[config.mk]
export PLATFORM = sky130hd
export DESIGN_NAME = coax_bus_initiator
export DESIGN_NICKNAME = d
export VERILOG_FILES = /design/src/rtl/coax_bus_initiator.sv
export SDC_FILE = /design/constraint.sdc
export NUM_CORES = 1
export LEC_CHECK = 0
export BUFFER_PORTS_ARGS = -buffer_cell sky130_fd_sc_hd__buf_2
export CORE_MARGIN = 2
export CORE_UTILIZATION = 35
export DETAILED_ROUTE_END_ITERATION = 10
export GPL_TIMING_DRIVEN = 1
export HOLD_SLACK_MARGIN = 0.06
export SLEW_MARGIN = 10
export SYNTH_ARGS = -nofsm -noshare
export SYNTH_HDL_FRONTEND = slang
export SYNTH_SLANG_ARGS = --single-unit
[constraint.sdc]
create_clock -name clk -period 2.82 [get_ports clk]
set_input_delay 0.141 -clock clk [delete_from_list [all_inputs] [get_ports clk]]
set_output_delay 0.141 -clock clk [all_outputs]
set_load 0.03 [all_outputs]
[src/rtl/coax_bus_initiator.sv]
// rtl/coax_bus_initiator.sv - host-side initiator for the coax transceiver 10-bit shared data bus
// Optional read timeout enabled by defining COAX_BUS_TIMEOUT_EN.
module coax_bus_initiator #(
    parameter int STROBE_CYCLES  = 4,
    parameter int SETTLE_CYCLES  = 3,
    parameter int TIMEOUT_CYCLES = 65535
) (
    input  logic       clk,
    input  logic       reset,
    input  logic       cmd_valid,
    output logic       cmd_ready,
    input  logic       cmd_write,
    input  logic [9:0] cmd_data,
    output logic       rsp_valid,
    output logic [9:0] rsp_data,
    output logic       rsp_error,
    output logic       rsp_timeout,
    output logic       bus_tx_load,
    input  logic       bus_tx_full,
    output logic       bus_rx_enable,
    input  logic       bus_rx_data_available,
    input  logic       bus_rx_error,
    output logic       bus_rx_read,
    output logic [9:0] bus_data_out,
    output logic       bus_data_oe,
    input  logic [9:0] bus_data_in
);

    localparam int STROBE_W = $clog2(STROBE_CYCLES + 3);
    localparam int SETTLE_W = $clog2(SETTLE_CYCLES + 3);
    localparam int CW       = (STROBE_W > SETTLE_W) ? STROBE_W : SETTLE_W;

    localparam logic [CW-1:0] SETTLE_LAST = CW'(SETTLE_CYCLES - 1);
    localparam logic [CW-1:0] HOLD_LAST   = CW'(SETTLE_CYCLES + 1);
    localparam logic [CW-1:0] STROBE_LAST = CW'(STROBE_CYCLES - 1);

    typedef enum logic [3:0] {
        IDLE,
        W_WAIT,
        W_SETUP,
        W_STROBE,
        W_HOLD,
        R_EN,
        R_WAIT,
        R_SETTLE,
        R_STROBE,
        R_DONE
    } state_t;

    state_t          state_q;
    logic [CW-1:0]   cnt_q;
    logic            ready_q;
    logic            rsp_valid_q;
    logic [9:0]      rsp_data_q;
    logic            rsp_error_q;
    logic            tx_load_q;
    logic            rx_en_q;
    logic            rx_read_q;
    logic [9:0]      data_out_q;
    logic            oe_q;
    logic [2:0]      sync1_q;
    logic [2:0]      sync2_q;
    logic            tx_full_s;
    logic            rx_da_s;
    logic            rx_err_s;
    logic            capture;

    // Far-end flags are asynchronous to clk.
    always_ff @(posedge clk) begin
        if (reset) begin
            sync1_q <= '0;
            sync2_q <= '0;
        end else begin
            sync1_q <= {bus_tx_full, bus_rx_data_available, bus_rx_error};
            sync2_q <= sync1_q;
        end
    end

    assign tx_full_s = sync2_q[2];
    assign rx_da_s   = sync2_q[1];
    assign rx_err_s  = sync2_q[0];

    // Data is sampled on the edge entering the last settle cycle so rsp_valid lands in it.
    assign capture = ((state_q == R_WAIT) && rx_da_s && (SETTLE_CYCLES == 1)) ||
                     ((state_q == R_SETTLE) && (cnt_q == CW'(1)));

`ifdef COAX_BUS_TIMEOUT_EN
    localparam int TW = $clog2(TIMEOUT_CYCLES + 3);
    localparam logic [TW-1:0] TMO_LAST = TW'(TIMEOUT_CYCLES - 1);
    logic [TW-1:0] tmo_q;
    logic          rsp_timeout_q;
`else
    logic unused_timeout;
    assign unused_timeout = ^TIMEOUT_CYCLES;
`endif

    always_ff @(posedge clk) begin
        if (reset) begin
            state_q     <= IDLE;
            cnt_q       <= '0;
            ready_q     <= 1'b1;
            rsp_valid_q <= 1'b0;
            rsp_data_q  <= '0;
            rsp_error_q <= 1'b0;
            tx_load_q   <= 1'b0;
            rx_en_q     <= 1'b0;
            rx_read_q   <= 1'b0;
            data_out_q  <= '0;
            oe_q        <= 1'b0;
`ifdef COAX_BUS_TIMEOUT_EN
            tmo_q         <= '0;
            rsp_timeout_q <= 1'b0;
`endif
        end else begin
            rsp_valid_q <= capture;
            if (capture) begin
                rsp_data_q  <= bus_data_in;
                rsp_error_q <= rx_err_s;
            end
`ifdef COAX_BUS_TIMEOUT_EN
            rsp_timeout_q <= 1'b0;
`endif
            case (state_q)
                IDLE: begin
                    if (cmd_valid && ready_q) begin
                        ready_q <= 1'b0;
                        if (cmd_write) begin
                            state_q    <= W_WAIT;
                            data_out_q <= cmd_data;
                            oe_q       <= 1'b1;
                        end else begin
                            state_q <= R_EN;
                            rx_en_q <= 1'b1;
                            cnt_q   <= SETTLE_LAST;
                        end
                    end
                end
                W_WAIT: begin
                    if (!tx_full_s) begin
                        state_q <= W_SETUP;
                        cnt_q   <= SETTLE_LAST;
                    end
                end
                W_SETUP: begin
                    if (cnt_q == '0) begin
                        state_q   <= W_STROBE;
                        tx_load_q <= 1'b1;
                        cnt_q     <= STROBE_LAST;
                    end else begin
                        cnt_q <= cnt_q - 1'b1;
                    end
                end
                W_STROBE: begin
                    if (cnt_q == '0) begin
                        state_q   <= W_HOLD;
                        tx_load_q <= 1'b0;
                        cnt_q     <= HOLD_LAST;
                    end else begin
                        cnt_q <= cnt_q - 1'b1;
                    end
                end
                W_HOLD: begin
                    if (cnt_q == '0) begin
                        state_q <= IDLE;
                        oe_q    <= 1'b0;
                        ready_q <= 1'b1;
                    end else begin
                        cnt_q <= cnt_q - 1'b1;
                    end
                end
                R_EN: begin
                    if (cnt_q == '0) begin
                        state_q <= R_WAIT;
`ifdef COAX_BUS_TIMEOUT_EN
                        tmo_q <= TMO_LAST;
`endif
                    end else begin
                        cnt_q <= cnt_q - 1'b1;
                    end
                end
                R_WAIT: begin
                    if (rx_da_s) begin
                        state_q <= R_SETTLE;
                        cnt_q   <= SETTLE_LAST;
                    end
`ifdef COAX_BUS_TIMEOUT_EN
                    else if (tmo_q == '0) begin
                        state_q       <= IDLE;
                        rx_en_q       <= 1'b0;
                        ready_q       <= 1'b1;
                        rsp_valid_q   <= 1'b1;
                        rsp_timeout_q <= 1'b1;
                        rsp_error_q   <= 1'b0;
                    end else begin
                        tmo_q <= tmo_q - 1'b1;
                    end
`endif
                end
                R_SETTLE: begin
                    if (cnt_q == '0) begin
                        state_q   <= R_STROBE;
                        rx_read_q <= 1'b1;
                        cnt_q     <= STROBE_LAST;
                    end else begin
                        cnt_q <= cnt_q - 1'b1;
                    end
                end
                R_STROBE: begin
                    if (cnt_q == '0) begin
                        state_q   <= R_DONE;
                        rx_read_q <= 1'b0;
`ifdef COAX_BUS_TIMEOUT_EN
                        tmo_q <= TMO_LAST;
`endif
                    end else begin
                        cnt_q <= cnt_q - 1'b1;
                    end
                end
                R_DONE: begin
                    if (!rx_da_s) begin
                        state_q <= IDLE;
                        rx_en_q <= 1'b0;
                        ready_q <= 1'b1;
                    end
`ifdef COAX_BUS_TIMEOUT_EN
                    else if (tmo_q == '0) begin
                        state_q       <= IDLE;
                        rx_en_q       <= 1'b0;
                        ready_q       <= 1'b1;
                        rsp_valid_q   <= 1'b1;
                        rsp_timeout_q <= 1'b1;
                        rsp_error_q   <= 1'b0;
                    end else begin
                        tmo_q <= tmo_q - 1'b1;
                    end
`endif
                end
                default: state_q <= IDLE;
            endcase
        end
    end

    assign cmd_ready     = ready_q & ~reset;
    assign rsp_valid     = rsp_valid_q;
    assign rsp_data      = rsp_data_q;
    assign rsp_error     = rsp_error_q;
    assign bus_tx_load   = tx_load_q;
    assign bus_rx_enable = rx_en_q;
    assign bus_rx_read   = rx_read_q;
    assign bus_data_out  = data_out_q;
    assign bus_data_oe   = oe_q;
`ifdef COAX_BUS_TIMEOUT_EN
    assign rsp_timeout   = rsp_timeout_q;
`else
    assign rsp_timeout   = 1'b0;
`endif

endmodule

---- Word level (Yosys, flattened, before mapping) ----
Index checks and enable logic that the tools add are counted.
storage, ports and cells
  bits in latches ......................... 0
  RAM bits ................................ 0
  output and inout bits ................... 28
  bits in read-only memories .............. 0
  register bits ........................... 40
  memories ................................ 0
  word-level logic and storage cells ...... 93
cells by class
  div/mod/pow operators ................... 0
  bitwise logic cells ..................... 2
  order comparisons ....................... 0
  shifts and indexed selects .............. 0
  $mul .................................... 0
  equality and inequality tests ........... 23
  add/subtract/negate cells ............... 1
  muxes and demuxes ....................... 34
  reductions and logical operators ........ 20
operators by type and width
  cell                                                  number
  2-to-1 mux 4 bit                                      10
  case mux 4 bit (10 select lines)                      1
  2-to-1 mux 3 bit                                      8
  != test 2 bit (second input constant)                 12
  case mux 3 bit (6 select lines)                       1
  equality test 4 x 3 -> 1 bit (second input constant)  4
  AND reduction 4 bit                                   3
  AND reduction 10 bit                                  1
  2-to-1 mux 1 bit                                      9
  AND reduction 3 bit                                   3
  equality test 4 x 2 -> 1 bit (second input constant)  2
  equality test 4 bit (second input constant)           2
  case mux 1 bit (2 select lines)                       4
  nonzero test 2 bit                                    4
  AND reduction 6 bit                                   1
  nonzero test 6 bit                                    1
  equality test 4 x 1 -> 1 bit (second input constant)  1
  logical NOT 4 bit                                     1
  equality test 3 x 1 -> 1 bit (second input constant)  1
  logical NOT 3 bit                                     1
  case mux 1 bit (3 select lines)                       1
  nonzero test 3 bit                                    1
  OR reduction 3 bit                                    1
  subtractor 3 x 1 -> 3 bit (second input constant)     1
  other kinds (5)                                       6

---- Longest topological paths before layout ----
  depth in word-level cells ............... 4
  depth in mapped cells ................... 7
  depth with buffers taken out ............ 6

---- Worst setup path before layout ----
No wires, ideal clock.
  path type ............................... register -> register
  start ................................... register state_q[0]
  end ..................................... register state_q[1]
  library setup time ...................... 134 ps
  slack ................................... 780 ps
  data required time ...................... 2686 ps
  arrival ................................. 1906 ps
  cell stages (with the launch flop) ...... 7
  cells stage by stage .................... dfxtp_1 > buf_6 > or4b_4 > buf_6 > o311a_4 > o2111a_1 > or4_1
between the ends
  cells in the longest elaborated chain, start to end .. 3
RTL lines
  element                                                                   RTL line  text
  start: declaration                                                        50        state_t state_q;
  start signal: assignment                                                  99        state_q <= IDLE;
  start signal: assignment                                                  128       state_q <= W_WAIT;
  start signal: assignment                                                  132       state_q <= R_EN;
  equality test 4 x 2 -> 1 bit (tied with other cells)                      123       case (state_q)
  != test 2 bit (no source line) or != test 2 x 1 -> 1 bit (tied branches)  n/a
  AND reduction 10 bit (no source line)                                     n/a
Several ways; a longest one is shown, not always the timed one.
A chain may end at the register's enable or synchronous reset.

---- Final worst setup path ----
  start ................................... register state_q[2]
  end ..................................... register state_q[1]
The elaborated chain is that of the path after synthesis.

==> insert_results.sql <==
INSERT INTO impl_metrics (metric_group, metric, value, unit) VALUES
('status', 'run_status', 'completed', ''),
('sta', 'final.setup_skew', '0.00632', 'ns'),
('sta', 'setup_violations', '0', ''),
('clock_tree', 'clkSlewWorstSetupHoldPaths', '0.08', 'ns'),
('yosys', 'ys_types', '50', ''),
('sta', 'rsz0062_at_grt', 'false', ''),
('sta', 'peak_clock_frequency_supported_by_timing', '0.440', 'GHz'),
('layout', 'fraction_of_layout_instances_using_a_drive_strength_above_1', '30.0', '%'),
('layout', 'stdcell_count', '323', ''),
('setup_path', 'critPathMaxStageDelay', '0.70', 'ns'),
('yosys', 'syn-num-nets', '231', ''),
('global_routing', 'track_usage', '14.7', '%'),
('setup_path', 'timing_worst_setup_path_type', 'register to register', ''),
('setup_path', 'endpoint_kind', 'register', ''),
('setup_path', 'cp_slowest_cell', 'dfxtp_1', ''),
('pwr', 'seq_power_share', '40.4', '%'),
('global_routing', 'first_global_vias', '1517', ''),
('clock_tree', 'cts_repair_resize_count', '0', ''),
('yosys', 'postSynthAreaPerCell', '9.52', 'sq um'),
('sta', 'hold_ws', '0.0720', 'ns'),
('yosys', 'synth-seq-area-share', '41.9', '%'),
('sta', 'slew_headroom', '61.1', '%'),
('pwr', 'p_clk_share', '21.3', '%'),
('layout', 'antenna_cells', '0', ''),
('clock_tree', 'ctsHoldBuffers', '3', ''),
('clock_tree', 'clk_latency', '0.30', 'ns'),
('floorplan', 'num_io_pins', '55', ''),
('yosys', 'synthesized_area_fraction_occupied_by_ao_oa_aoi_and_oai_cells', '14.9', '%'),
('floorplan', 'chipHeight', '77.9', 'um'),
('floorplan', 'design.die.area', '6070', 'sq um'),
('pwr', 'netSwitchingFraction', '38.9', '%'),
('pwr', 'p_sw', '0.000704', 'W'),
('floorplan', 'placementRows', '26', ''),
('placement', 'io_buffers', '53', ''),
('setup_path', 'critPathTopFamily', 'simple AND/OR/NAND/NOR gates', ''),
('drt', 'detail-route-antenna-nets', '0', ''),
('layout', 'mostFrequentLayoutCells', '53 x buf_2, 40 x dfxtp_1, 28 x nor2_1, 22 x mux2i_1, 14 x nor2b_1', ''),
('pwr', 'power.total', '0.00181', 'W'),
('drt', 'drt-vias-per-instance', '5.03', ''),
('setup_path', 'cp_cell_sequence', 'or3b_2, o311a_4, o2111a_1, or4_1', ''),
('drt', 'postRouteWirelength', '4.27', 'mm'),
('drt', 'num_vias', '1625', ''),
('setup_path', 'startpoint_type', 'register', ''),
('clock_tree', 'cts.sinks', '40', ''),
('hold_path', 'class_of_the_most_critical_hold_timing_path', 'input pin to register', ''),
('drt', 'first_iter_violations', '149', ''),
('clock_tree', 'cts_tree', 'built', ''),
('global_routing', 'first_pass_grt_wire_length', '7.12', 'mm'),
('layout', 'final_nets', '282', ''),
('yosys', 'number_of_standard_cells_after_synthesis', '201', ''),
('drt', 'wl_per_cell', '13.2', 'um'),
('yosys', 'synth.ff_latch_count', '40', ''),
('clock_tree', 'cts_htree_levels', '2', ''),
('drt', 'detailedRoute.firstPassIterationCount', '4', ''),
('yosys', 'synth-edff-count', '0', ''),
('sta', 'timing.setup.tns', '0', 'ns'),
('job', 'cap_viol_max_count', '0', ''),
('yosys', 'synth-simple-area-share', '21.6', '%'),
('setup_path', 'worstPathBufferInverterCount', '0', ''),
('global_routing', 'antenna_violations_before_repair', '0', ''),
('clock_tree', 'root_buffer', 'clkbuf_8', ''),
('yosys', 'dominant_combinational_cell_family_by_area_after_synthesis', 'simple AND/OR/NAND/NOR gates', ''),
('placement', 'gpl.final_weighted_congestion', '0.855', ''),
('yosys', 'synth_async_sr_flop_share', '0', '%'),
('sta', 'timing_hold_violations_final', '0', ''),
('pwr', 'pwr-share-comb', '38.3', '%'),
('sta', 'layout_worst_path_cycle_share', '80.6', '%'),
('setup_path', 'path_max_fanout', '19', ''),
('sta', 'worst_pin_slew', '0.578', 'ns'),
('clock_tree', 'clock_buffer_count_from_cts', '5', ''),
('yosys', 'syn_area', '1910', 'sq um');
==> state kept, by name (all words and copies together) (netlist names) <==
| register | count |
|---|---|
| cnt_q | 3 |
| rsp_valid | 1 |
| bus_rx_enable | 1 |
| rsp_error | 1 |
| bus_data_oe | 1 |
| sync1_q | 3 |
| sync2_q | 3 |
| bus_data_out | 10 |
| bus_rx_read | 1 |
| bus_tx_load | 1 |
| ready_q | 1 |
| rsp_data | 10 |
| state_q | 4 |
==> power by group through the flow <==
stage / Clock (W) / Sequential (W) / Combinational, W
detailed placement: 0 / 0.000741 / 0.000686
CTS: 0.000394 / 0.000727 / 0.000694
global route: 0.000416 / 0.000745 / 0.000768
finish: 0.000386 / 0.000730 / 0.000693
floorplan: 0 / 0.000727 / 0.000554
global placement: 0 / 0.000738 / 0.000689
==> synth_stat cells, types with 2 or more instances <==
cell type / n / share of area (%)
o2111a_1: 2 / 1.2
nor4bb_1: 3 / 1.6
o211ai_1: 2 / 0.78
and2_1: 3 / 0.98
mux2_2: 3 / 1.8
nand2_1: 6 / 1.2
clkbuf_1: 9 / 1.8
nand3_1: 3 / 0.78
mux2i_1: 22 / 12
buf_1: 2 / 0.39
a21oi_1: 5 / 1.3
a21o_1: 3 / 1.2
buf_6: 2 / 1.2
dfxtp_1: 40 / 42
a2111oi_0: 3 / 1.4
o31ai_1: 2 / 0.78
nor2_1: 28 / 5.5
nor4_1: 3 / 0.98
nand2b_1: 2 / 0.65
buf_2: 3 / 0.78
ha_1: 3 / 2.0
nor2b_1: 14 / 4.6
o21bai_1: 3 / 1.2
a221oi_1: 2 / 0.92
inv_1: 6 / 1.2
nor3_1: 3 / 0.78
==> routing by layer <==
layer | track usage (%) | vias up | part of all wire [%]
met5 | 0 | - | 0
met1 | 19.7 | 744 | 47
met4 | 7.89 | 0 | 2.8
met2 | 21.6 | 56 | 44
li1 | - | 815 | -
met3 | 3.84 | 10 | 5.8
==> cell families after synthesis <==
kind of cell / count (synthesis)
AO/OA/AOI/OAI: 33
XOR/XNOR: 1
AND/OR/NAND/NOR: 75
flip-flops: 40
other: 1
multiplexers: 25
adder cells (fa/ha/maj): 3
buffers and inverters: 23
==> worst paths after layout <==
| check | from | to | slack, ns | cells after the start |
|---|---|---|---|---|
| setup reg to reg | state_q[2] | state_q[1] | 0.55 | 4 |
| hold reg to reg | sync1_q[0] | sync2_q[0] | 0.44 | 1 |
| setup / recovery | state_q[2] | state_q[1] | 0.55 | 4 |
| hold / removal | cmd_data[4] | bus_data_out[4] | 0.07 | 3 |
==> worst min-delay path, delay by kind of cell <==
kind / cells / cell delay, ns
buffers and inverters: 1 / 0.07
and+or+nand+nor: 1 / 0.07
muxes: 1 / 0.05
==> area by class of cell <==
cell class	instances	area, sq um
timing repair buffer	61	333
sequential	40	801
inverter	6	22.5
tap	70	87.6
clock buffer	5	68.8
multi-input combinational	138	1010
fill	526	2870
clock inverter	3	18.8
==> per-stage QoR <==
stage	cell area [sq um]	utilization, %
floorplan	1910	-
global placement	2220	42.7
detailed placement	2220	42.7
CTS	2340	45.0
global route	2340	45.0
finish	2340	45.0
Note: power is estimated with default switching activity, not from simulation.
